$ cat config.mk
export PLATFORM = sky130hd
export DESIGN_NAME = operand_entry_flat
export DESIGN_NICKNAME = d
export VERILOG_FILES = /design/src/rtl/operand_entry_if.sv /design/src/rtl/operand_entry.sv /design/src/flat_wrapper.sv
export SDC_FILE = /design/constraint.sdc
export NUM_CORES = 1
export LEC_CHECK = 0
export CAP_MARGIN = 30
export CORE_MARGIN = 2
export CORE_UTILIZATION = 37
export CTS_CLUSTER_DIAMETER = 80
export CTS_CLUSTER_SIZE = 8
export DETAILED_ROUTE_END_ITERATION = 16
export GPL_ROUTABILITY_DRIVEN = 0
export PLACE_DENSITY_LB_ADDON = 0.12
export SETUP_SLACK_MARGIN = 0.2
export SLEW_MARGIN = 20
export SYNTH_ARGS = -nofsm -noshare
export SYNTH_HDL_FRONTEND = slang
export SYNTH_SLANG_ARGS = --single-unit
$ cat constraint.sdc
create_clock -name clk -period 4.4 [get_ports clk]
set_input_delay 0.88 -clock clk [delete_from_list [all_inputs] [get_ports clk]]
set_output_delay 0.88 -clock clk [all_outputs]
set_load 0.02 [all_outputs]
$ cat src/rtl/operand_entry_if.sv
// Keypad/core bundle for the operand entry controller.
// The keypad and core drive the master side; the controller is the slave.
interface operand_entry_if #(
  parameter int W = 14
);
  logic         key_valid;
  logic [3:0]   key_code;
  logic [W-1:0] result;
  logic [W-1:0] first_digit;
  logic [W-1:0] second_digit;
  logic [1:0]   operation;
  logic         operands_valid;
  logic [W-1:0] entry_value;
  logic [1:0]   phase;

  modport master (
    output key_valid, key_code, result,
    input  first_digit, second_digit, operation,
    input  operands_valid, entry_value, phase
  );

  modport slave (
    input  key_valid, key_code, result,
    output first_digit, second_digit, operation,
    output operands_valid, entry_value, phase
  );
endinterface

$ cat src/rtl/operand_entry.sv
// Keypad entry controller: builds two decimal operands and an op code,
// presents them to the arithmetic core and chains from the last result.
module operand_entry #(
  parameter int W          = 14,
  parameter int MAX_DIGITS = 4
) (
  input logic           clk,
  input logic           rst,
  operand_entry_if.slave bus
);

  localparam int CW = $clog2(MAX_DIGITS + 1);

  typedef enum logic [1:0] {
    S_FIRST  = 2'b00,
    S_SECOND = 2'b01,
    S_DONE   = 2'b10,
    S_ILL    = 2'b11
  } state_e;

  state_e         state_q, state_d;
  logic [W-1:0]   first_q, first_d;
  logic [W-1:0]   second_q, second_d;
  logic [1:0]     op_q, op_d;
  logic [CW-1:0]  cnt_q, cnt_d;

  logic is_dig, is_op, is_eq, is_clr, room;

  // operand*10 + digit, formed wide then cut back to W
  function automatic logic [W-1:0] mac(
    input logic [W-1:0] a,
    input logic [3:0]   dg
  );
    logic [W+3:0] p;
    p = {4'b0, a} * (W+4)'(10) + (W+4)'(dg);
    return p[W-1:0];
  endfunction

  // A=mul, B=add, C=sub
  function automatic logic [1:0] op_of(input logic [3:0] c);
    logic [1:0] o;
    o = 2'b00;
    case (c)
      4'hA:    o = 2'b00;
      4'hB:    o = 2'b01;
      4'hC:    o = 2'b10;
      default: o = 2'b00;
    endcase
    return o;
  endfunction

  assign is_dig = bus.key_code <= 4'd9;
  assign is_op  = (bus.key_code == 4'hA) ||
                  (bus.key_code == 4'hB) ||
                  (bus.key_code == 4'hC);
  assign is_eq  = bus.key_code == 4'hE;
  assign is_clr = bus.key_code == 4'hF;
  assign room   = cnt_q < CW'(MAX_DIGITS);

  // State register and operand registers, synchronous reset
  always_ff @(posedge clk) begin
    if (rst) begin
      state_q  <= S_FIRST;
      first_q  <= '0;
      second_q <= '0;
      op_q     <= '0;
      cnt_q    <= '0;
    end else begin
      state_q  <= state_d;
      first_q  <= first_d;
      second_q <= second_d;
      op_q     <= op_d;
      cnt_q    <= cnt_d;
    end
  end

  // Key decode and next-state logic
  always_comb begin
    state_d  = state_q;
    first_d  = first_q;
    second_d = second_q;
    op_d     = op_q;
    cnt_d    = cnt_q;
    if (state_q == S_ILL) begin
      state_d  = S_FIRST;
      first_d  = '0;
      second_d = '0;
      op_d     = '0;
      cnt_d    = '0;
    end else if (bus.key_valid) begin
      unique case (1'b1)
        is_clr: begin
          state_d  = S_FIRST;
          first_d  = '0;
          second_d = '0;
          op_d     = '0;
          cnt_d    = '0;
        end
        is_dig: begin
          case (state_q)
            S_FIRST: if (room) begin
              first_d = mac(first_q, bus.key_code);
              cnt_d   = cnt_q + 1'b1;
            end
            S_SECOND: if (room) begin
              second_d = mac(second_q, bus.key_code);
              cnt_d    = cnt_q + 1'b1;
            end
            S_DONE: begin
              first_d  = W'(bus.key_code);
              second_d = '0;
              cnt_d    = CW'(1);
              state_d  = S_FIRST;
            end
            default: ;
          endcase
        end
        is_op: begin
          case (state_q)
            S_FIRST: begin
              op_d    = op_of(bus.key_code);
              cnt_d   = '0;
              state_d = S_SECOND;
            end
            S_SECOND: if (cnt_q == '0) begin
              op_d = op_of(bus.key_code);
            end
            S_DONE: begin
              first_d  = bus.result;
              second_d = '0;
              op_d     = op_of(bus.key_code);
              cnt_d    = '0;
              state_d  = S_SECOND;
            end
            default: ;
          endcase
        end
        is_eq: begin
          if (state_q == S_SECOND) state_d = S_DONE;
        end
        default: ;
      endcase
    end
  end

  // Display value follows the operand being edited, or the answer
  always_comb begin
    bus.entry_value = '0;
    case (state_q)
      S_FIRST:  bus.entry_value = first_q;
      S_SECOND: bus.entry_value = second_q;
      S_DONE:   bus.entry_value = bus.result;
      default:  bus.entry_value = '0;
    endcase
  end

  assign bus.first_digit    = first_q;
  assign bus.second_digit   = second_q;
  assign bus.operation      = op_q;
  assign bus.operands_valid = state_q == S_DONE;
  assign bus.phase          = state_q;

endmodule

$ cat src/flat_wrapper.sv
// flat-port wrapper written by rule: the top's interface ports become plain ports
module operand_entry_flat 
#(
  parameter int W          = 14,
  parameter int MAX_DIGITS = 4
)
  (clk, rst, bus_key_valid, bus_key_code, bus_result, bus_first_digit, bus_second_digit, bus_operation, bus_operands_valid, bus_entry_value, bus_phase);
  operand_entry_if #(.W(W)) bus_i ();
  input logic clk;
  input logic rst;
  input wire logic [$bits(bus_i.key_valid)-1:0] bus_key_valid;
  input wire logic [$bits(bus_i.key_code)-1:0] bus_key_code;
  input wire logic [$bits(bus_i.result)-1:0] bus_result;
  output wire logic [$bits(bus_i.first_digit)-1:0] bus_first_digit;
  output wire logic [$bits(bus_i.second_digit)-1:0] bus_second_digit;
  output wire logic [$bits(bus_i.operation)-1:0] bus_operation;
  output wire logic [$bits(bus_i.operands_valid)-1:0] bus_operands_valid;
  output wire logic [$bits(bus_i.entry_value)-1:0] bus_entry_value;
  output wire logic [$bits(bus_i.phase)-1:0] bus_phase;
  assign bus_i.key_valid = bus_key_valid;
  assign bus_i.key_code = bus_key_code;
  assign bus_i.result = bus_result;
  assign bus_first_digit = bus_i.first_digit;
  assign bus_second_digit = bus_i.second_digit;
  assign bus_operation = bus_i.operation;
  assign bus_operands_valid = bus_i.operands_valid;
  assign bus_entry_value = bus_i.entry_value;
  assign bus_phase = bus_i.phase;
  operand_entry #(.W(W), .MAX_DIGITS(MAX_DIGITS)) u_core (.clk(clk), .rst(rst), .bus(bus_i));
endmodule
==> impl_metrics.py, run 1 <==
metrics = {
    "sta": {
        "min_period_ps": 3710,
        "slew_violations": 0,
        "fmax_mhz": 270,
        "period_share_pct": 84.3,
        "worst_slew_margin_rel_pct": 51.2,
        "holdWs_ps": 491,
        "finalHoldViolCount": 0,
        "skew_ps": 7.00,
        "rsz0062_at_grt": "false",
        "setup_tns_ps": 0,
        "tightest_slew_ps": 729,
        "setup_viol": 0,
    },
    "critical_path": {
        "critPathMaxFanout": 21,
        "endpoint_kind": "register",
        "required_ps": 4540,
        "cp-startpoint": "bus_key_code[2]",
        "crit_end": "u_core.bus.first_digit[2]",
        "rr_worst_depth": 10,
        "critical_path_arrival_ps": 3850,
        "rr_startpoint": "u_core.bus.second_digit[1]",
        "critPathLaunchType": "input port",
        "rrSetupSlack_ps": 980,
        "worstSetupPathType": "input port to register",
        "r2r-end": "u_core.bus.second_digit[13]",
    },
    "grt": {
        "grt_pass1_wl_mm": 17.2,
        "grt_usage_pct": 20.6,
        "grtUsageMet3_pct": 2.85,
        "busiest_layer": "met2",
        "grt-ovfl-total": 0,
        "grt.met2_usage_pct": 32.5,
        "antenna_found_initial": 0,
        "grt_pass1_vias": 3385,
        "grt_max_degree": 30,
        "grt_use_met1_pct": 30.6,
    },
    "place": {
        "dp.cells": 640,
        "dp_hpwl_mm": 8.32,
        "io_buffer_count": 67,
    },
    "logic_synthesis": {
        "synth_area_leader_cell": "dfxtp_1",
        "synth_edf_count": 0,
        "syn_area_um2": 3600,
        "synth_warnings": 0,
        "synth_area_per_cell_um2": 7.93,
        "seq_area_frac_synth_pct": 19.5,
        "ys_types": 68,
        "async_flop_share_pct": 0,
        "netlist.area_leader.share_pct": 19.5,
        "syn_nets": 525,
        "ys.flop_type": "dfxtp_1",
        "netlist_top_cells_area": "dfxtp_1 19%, ha_1 16%, nor2_1 6.0%",
        "synth_seq_cells": 35,
        "netlist_instances": 454,
    },
    "detailed_routing": {
        "ant_nets": 0,
        "drc": 0,
        "routed_wl_mm": 10.4,
        "viasPerCell": 5.50,
        "drtIter0Drc": 128,
        "drtPass1Iterations": 5,
        "via_count": 3570,
        "routedWlPerCell_um": 16.1,
    },
    "cells_and_area": {
        "area_growth_pct": 25.0,
        "drive_gt1_share_pct": 5.23,
        "layout_common_cells": "67 x clkdlybuf4s50_1, 58 x nor2_1, 48 x nand2_1",
        "layout_commonest_cell": "clkdlybuf4s50_1",
        "nets": 587,
        "diodes": 0,
        "finish.utilization_pct": 46.9,
        "finalNonFillerCells": 649,
    },
    "clocking": {
        "htreeDepth": 2,
        "cts_tree": "built",
        "hold_buffers": 0,
        "clkTransAtPathRegs_ps": 70,
        "numCtsBuffers": 5,
        "cts_max_path_buffers": 2,
        "ctsResizeCount": 0,
        "cts_root_buf": "clkbuf_8",
        "clock_sinks": 35,
        "clk_latency_ps": 280,
        "cts_setup_buffers": 0,
    },
    "floorplan": {
        "dieWidth_um": 103,
        "row_count": 36,
        "start_util_pct": 37.5,
        "dieArea_um2": 10500,
        "ioPinCount": 68,
        "die_y_um": 103,
        "core_area_um2": 9590,
    },
    "power": {
        "vdd_ir_drop_max_uv": 148,
        "p_leak_uw": 0.00183,
        "power_density_nw_per_um2": 244,
        "total_power_uw": 1100,
    },
    "worst_hold_path": {
        "hp-class": "register to register",
    },
    "run": {
        "cap_violations": 0,
    },
    "status": {
        "status": "completed",
    },
}
==> critical path, cell delays in order <==
cell and delay, ps:
clkdlybuf4s50_1 720, o21a_2 240, nor2_1 130, buf_4 200
a21oi_1 170, and3_1 640, clkinv_1 460, a221oi_1 330
nor3_1 70
==> cell type report <==
class	instances	area [um^2]
Tap cell	133	166
Fill cell	977	5090
Clock inverter	1	30.0
Multi-Input combinational cell	391	2780
Inverter	11	41.3
Clock buffer	6	72.6
Sequential cell	35	701
Timing Repair Buffer	72	716
==> routing by layer <==
metal | part of all wire [%] | vias up
met1 | 49 | 1665
met3 | 5.4 | 5
met4 | 0.34 | 0
met2 | 45 | 104
met5 | 0 | -
li1 | - | 1796
==> worst min path at each step <==
stage | from | to | slack (ps) | depth (start not counted)
detailed placement | u_core.bus.operation[0] | u_core.bus.operation[0] | 490 | 2
global placement | u_core.bus.second_digit[13] | u_core.bus.second_digit[13] | 480 | 2
global route | u_core.bus.second_digit[13] | u_core.bus.second_digit[13] | 550 | 2
floorplan | u_core.cnt_q[0] | u_core.cnt_q[0] | 470 | 2
finish | u_core.bus.second_digit[13] | u_core.bus.second_digit[13] | 490 | 2
CTS | u_core.bus.second_digit[13] | u_core.bus.second_digit[13] | 510 | 2
==> metrics by stage <==
stage | setup slack [ps] | area (um^2)
global route | 361 | 4500
CTS | 736 | 4480
floorplan | 1320 | 3600
finish | 690 | 4500
detailed placement | 439 | 4380
global placement | 502 | 4380
==> power breakdown <==
group | internal [uW] | total [uW] | switching (uW)
logic | 197 | 456 | 260
registers | 335 | 363 | 28.7
clock network | 166 | 278 | 112
total | 697 | 1100 | 400
==> flip-flops by register name, summed over array words and instances, names as in the netlist <==
signal and cells:
u_core.bus.first_digit 14, u_core.bus.operation 2, u_core.bus.second_digit 14, u_core.cnt_q 3, u_core.bus.phase 2
==> kinds of logic after synthesis <==
kind of cell	count (synthesis)	synth area share [%]
AO/OA/AOI/OAI	125	23.2
XOR/XNOR	31	7.92
adder cells (fa/ha/maj)	50	18.2
buffers and inverters	28	3.47
flip-flops	35	19.5
multiplexers	20	5.63
AND/OR/NAND/NOR	165	22.1
==> synthesized netlist by cell type (all sizes together) (5+ instances only) <==
library cell / count
nand2: 48
nand3b: 5
xnor2: 12
o22ai: 8
nor2: 58
nor3: 18
buf: 6
a221oi: 8
a211oi: 7
a22oi: 6
a21o: 5
ha: 46
dfxtp: 35
clkbuf: 10
o21ai: 34
o21a: 6
inv: 10
mux2i: 18
a21oi: 28
nand3: 6
xor2: 18
No activity file was read; power rests on OpenSTA's default activity.
==> run 2, diff against run 1 <==
==> constraint.sdc (replaced) <==
create_clock -name clk -period 3.9 [get_ports clk]
set_input_delay 0.78 -clock clk [delete_from_list [all_inputs] [get_ports clk]]
set_output_delay 0.78 -clock clk [all_outputs]
set_load 0.02 [all_outputs]
==> run 2 against run 1 <==
  * Flip-flop and latch count is the same
  * Design area shrank 0.33%
  * Die area is the same
  * Sequential power grew 12%
  * Via count shrank 0.39%
  * Critical path depth grew 1
==> impl_metrics.py, run 2 (same netlist as run 1, synthesis figures left out) <==
metrics = {
    "power": {
        "power_density_nw_per_um2": 262,
        "power_frac_comb_pct": 44.0,
        "pwr-share-clk_pct": 21.4,
        "switching_share_pct": 38.6,
        "p_leak_uw": 0.00183,
        "sequentialPowerShare_pct": 34.6,
        "vdd_ir_drop_max_uv": 138,
        "p_int_uw": 721,
        "switching_power_uw": 453,
    },
    "floorplan": {
        "row_count": 36,
        "die_y_um": 103,
        "ioPinCount": 68,
        "dieArea_um2": 10500,
        "start_util_pct": 37.5,
        "dieWidth_um": 103,
        "core_area_um2": 9590,
    },
    "critical_path": {
        "slowest_stage": "dfxtp_1",
        "rr_worst_depth": 10,
        "critPathMaxFanout": 6,
        "critPathLaunchType": "register",
        "worstSetupPathType": "register to register",
        "endpoint_kind": "register",
        "cpMostUsedCell": "ha_1",
        "rr_startpoint": "u_core.bus.second_digit[1]",
        "path_cells": "ha_1 -> ha_1 -> fa_1 -> a211oi_1 -> nor2_1 -> xor2_1 -> nand3b_1 -> nor4_2 -> mux2_1 -> nand4_1",
        "critical_path_arrival_ps": 3590,
        "r2r-end": "u_core.bus.second_digit[13]",
        "slowest_delay_ps": 500,
        "required_ps": 4120,
        "rrSetupSlack_ps": 530,
    },
    "place": {
        "dp_hpwl_mm": 8.22,
        "io_buffer_count": 67,
        "dpl_worst_slack_ps": 372,
    },
    "cells_and_area": {
        "layout_commonest_cell": "clkdlybuf4s50_1",
        "nFillCells": 977,
        "diodes": 0,
        "drive_gt1_share_pct": 5.60,
        "area_growth_pct": 24.6,
        "finish.utilization_pct": 46.8,
        "nets": 590,
        "multi_input_area_um2": 2780,
        "ff_latch_area_um2": 701,
        "layout_common_cells": "67 x clkdlybuf4s50_1, 58 x nor2_1, 48 x nand2_1",
    },
    "sta": {
        "setup_viol": 0,
        "period_share_pct": 86.3,
        "slew_violations": 0,
        "setup_tns_ps": 0,
        "fin_ws_ps": 534,
        "finalHoldViolCount": 0,
        "rsz0062_at_grt": "false",
        "skew_ps": 12.1,
        "worst_slew_margin_rel_pct": 52.0,
        "fmax_mhz": 297,
        "min_period_ps": 3370,
        "tightest_slew_ps": 717,
    },
    "worst_hold_path": {
        "hold_end": "u_core.cnt_q[0]",
        "hp-class": "register to register",
        "hp-start": "u_core.cnt_q[0]",
        "whs_path_depth": 2,
    },
    "detailed_routing": {
        "drtIter0Drc": 139,
        "drtPass1Iterations": 6,
        "ant_nets": 0,
        "viasPerCell": 5.46,
        "drc": 0,
        "via_count": 3556,
        "routed_wl_mm": 10.5,
        "routedWlPerCell_um": 16.2,
    },
    "clocking": {
        "clk_latency_ps": 290,
        "clkTransAtPathRegs_ps": 70,
        "clock_sinks": 35,
        "htreeDepth": 2,
        "cts_setup_buffers": 0,
        "ctsResizeCount": 0,
        "cts_tree": "built",
        "numCtsBuffers": 5,
        "cts_root_buf": "clkbuf_8",
        "hold_buffers": 0,
        "cts_max_path_buffers": 2,
    },
    "grt": {
        "grt_max_degree": 31,
        "grt_usage_pct": 20.2,
        "grt_pass1_vias": 3334,
        "grt_pass1_wl_mm": 17.0,
        "grt-ovfl-total": 0,
        "antenna_found_initial": 0,
    },
    "run": {
        "cap_violations": 0,
    },
    "status": {
        "status": "completed",
    },
}
-- run 2: how the worst max path moves through the flow --
stage                                    start                     endpoint  slack [ps]  cells after the start
CTS                 u_core.bus.second_digit[1]  u_core.bus.second_digit[13]         540                     10
global route        u_core.bus.second_digit[1]  u_core.bus.second_digit[13]         290                     10
global placement               bus_key_code[1]   u_core.bus.first_digit[13]         420                     11
finish              u_core.bus.second_digit[1]  u_core.bus.second_digit[13]         530                     10
floorplan           u_core.bus.second_digit[1]  u_core.bus.second_digit[13]         820                     10
detailed placement             bus_key_code[1]   u_core.bus.first_digit[13]         370                     11
-- run 2: routing by layer --
metal	vias to the layer above	routed length [um]	part of all wire, %	GRT usage [%]
met2	91	4810	46	34.3
met3	6	484	4.6	2.58
met5	-	0	0	0
li1	1803	-	-	-
met1	1656	5200	49	28.2
met4	0	55	0.52	2.77
-- run 2: final cells by class --
cell class                      count  area share [%]
Multi-Input combinational cell    391            61.9
Timing Repair Buffer               75            16.3
Sequential cell                    35            15.6
Tap cell                          133            3.71
Clock buffer                        6            1.62
Inverter                           11           0.920
-- run 2: stage by stage --
stage          std cells  total power (uW)  cell area, um^2  hold slack, ps
4_1_cts              651              1180             4490             509
5_1_grt              651              1250             4490             534
6_report             651              1170             4490             512
3_5_place_dp         645               930             4410             486
2_1_floorplan        454               751             3600             467
3_3_place_gp         645               926             4410             477
-- run 2: critical path, delay by kind of cell, from the launching register on --
kind / cells / cell delay, ps
compound gates: 1 / 410
xor+xnor: 1 / 260
fa+ha+maj: 3 / 930
flops: 1 / 500
mux: 1 / 370
simple gates: 4 / 840
-- run 2: power groups by stage --
stage               clock, uW  combinational, uW  sequential [uW]
floorplan                   0                322              429
global placement            0                511              415
detailed placement          0                515              415
CTS                       256                518              407
global route              270                566              411
finish                    251                517              407
==> run 3, diff against run 2 <==
--- a/config.mk
+++ b/config.mk
@@ -5,6 +5,7 @@
 export SDC_FILE = /design/constraint.sdc
 export NUM_CORES = 1
 export LEC_CHECK = 0
+export ABC_CLOCK_PERIOD_IN_PS = 3900
 export CAP_MARGIN = 30
 export CORE_MARGIN = 2
 export CORE_UTILIZATION = 37
==> results of run 3 <==
Same layout as run 2: the final DEF is identical, and so are final timing and power.
==> edit (flow settings as in run 2) <==
`MAX_DIGITS` is set to 4 in 2 places; all go to 8.
--- a/src/rtl/operand_entry.sv
+++ b/src/rtl/operand_entry.sv
@@ -3,5 +3,5 @@
 module operand_entry #(
   parameter int W          = 14,
-  parameter int MAX_DIGITS = 4
+  parameter int MAX_DIGITS = 8
 ) (
   input logic           clk,
--- a/src/flat_wrapper.sv
+++ b/src/flat_wrapper.sv
@@ -3,5 +3,5 @@
 #(
   parameter int W          = 14,
-  parameter int MAX_DIGITS = 4
+  parameter int MAX_DIGITS = 8
 )
   (clk, rst, bus_key_valid, bus_key_code, bus_result, bus_first_digit, bus_second_digit, bus_operation, bus_operands_valid, bus_entry_value, bus_phase);
Function: changed (a bounded check fails within 10 cycles, from zero or initial values).
==> edit against run 2 <==
Sequential cell count is 1 higher. Routed wire length is 1.8% lower. Power is 1.1% higher. Critical endpoint is now u_core.bus.first_digit[13]. Synthesized area is 0.63% higher. Cell count is 0.15% higher. Highest routed layer unchanged. Cell area is 1.8% higher. Clock skew is 0.0058 ns lower. Setup slack better by 0.068 ns.
==> edit: results (changes against run 2) <==
| Metric | Value |
|---|---|
| Status | `finished clean` |
| Switching share of total power | `0.352 (-0.0344)` |
| Pin count of the biggest net entering global routing | `33 (+6.5%)` |
| Skew final | `0.00630 ns (-0.00579 ns)` |
| GRT Util Overall | `0.201 (-0.00145)` |
| M1 GR Usage | `0.277 (-0.00487)` |
| HP Start | `u_core.bus.operation[1]` |
| Nets@finish | `589 (-0.17%)` |
| Syn_nets | `523 (-0.38%)` |
| Post-synthesis compound-gate area fraction | `0.244 (+0.0120)` |
| Hold EP | `u_core.bus.operation[1]` |
| Share of cells above drive strength 1 | `0.0617 (+0.00567)` |
| Post-synthesis sequential area ratio | `0.199 (+0.00432)` |
| Setup crit end | `u_core.bus.first_digit[13]` |
| Crit-path max cell delay | `0.48 ns (-0.02 ns)` |
| Non-clock buffer share of cell area | `0.163 (+0.000477)` |
| M1 WL | `4.95 mm (-4.6%)` |
| DR WL/cell | `15.9 µm (-2.0%)` |
| Adder-Cell Fraction of Synth Area | `0.181 (-0.00113)` |
| First-pass GRT wire length | `17.0 mm (-0.24%)` |
| DR WL met2 | `4.99 mm (+3.9%)` |
| Critical R2R Launch | `u_core.bus.first_digit[1]` |
| Multi-input logic area | `2780 µm² (+0.32%)` |
| Number of non-clock inverters in the layout | `10 (-1)` |
| Peak VDD IR | `126 µV (-8.7%)` |
| Clock Sinks | `36 (+2.9%)` |
| Synth Area in XOR/XNOR | `0.0870 (+0.00779)` |
| Met3 wire length | `300 µm (-38%)` |
| Met2 GRT Util | `0.332 (-0.0112)` |
| Reg2reg setup slack | `0.83 ns (+0.30 ns)` |
| Measured slew at the worst slew-check pin | `0.763 ns (+0.0458 ns)` |
| Non-clk bufs | `77 (+2.7%)` |
| Min Hold Slack | `0.489 ns (-0.0226 ns)` |
| Final worst-path cycle share | `0.846 (-0.0175)` |
| DPL Wire Length | `8.22 mm (about the same)` |
| Clock-cell share of area | `0.0244 (+0.00822)` |
| Commonest cells post-synth | `ha_1, nand2_1, nor2_1` |
| Mapped Cells | `452 (-0.44%)` |
| Reg area | `721 µm² (+2.9%)` |
| Critical-path maximum fanout | `3 (-3)` |
| Leakage | `1.86 nW (+1.7%)` |
| Unique masters post-synth | `64 (-5.9%)` |
| Top post-synthesis cells by area | `dfxtp_1, ha_1, xnor2_1, mux2i_1, a21oi_1` |
| Worst-path cell with the longest stage delay | `clkdlybuf4s50_1` |
| Dpl cell area | `4450 µm² (+0.91%)` |
| Detailed Route WL | `10.4 mm (-1.8%)` |
| Drt pass-1 iters | `4 (-2)` |
| Mux cell area share after synthesis | `0.0497 (-0.00657)` |
[edit: cell types whose count changed in the layout (fill, tap and decap cells not counted), sizes merged, moves of 3 or more]
cell	change
a21o	+3
a21oi	+7
a22oi	+5
a31oi	-3
nor2	-13
nor3	-5
o21ai	-4
o22ai	+3
xnor2	+9
xor2	-3
[edit: power groups by stage]
stage                     registers [mW]  logic [mW]  clock network [mW]
final                              0.412       0.442               0.334
after floorplan                    0.433       0.268                   0
after detailed placement           0.421       0.438                   0
after global routing               0.415       0.489               0.358
after CTS                          0.412       0.441               0.342
after global placement             0.420       0.436                   0
[edit: through the flow]
| step | worst slack, ns | total power, mW | utilization |
|---|---|---|---|
| 6_report | 0.602 | 1.19 | 0.474 |
| 5_1_grt | 0.404 | 1.26 | 0.474 |
| 4_1_cts | 0.602 | 1.19 | 0.474 |
| 3_5_place_dp | 0.305 | 0.859 | 0.462 |
| 3_3_place_gp | 0.350 | 0.856 | 0.462 |
| 2_1_floorplan | 0.947 | 0.700 | - |
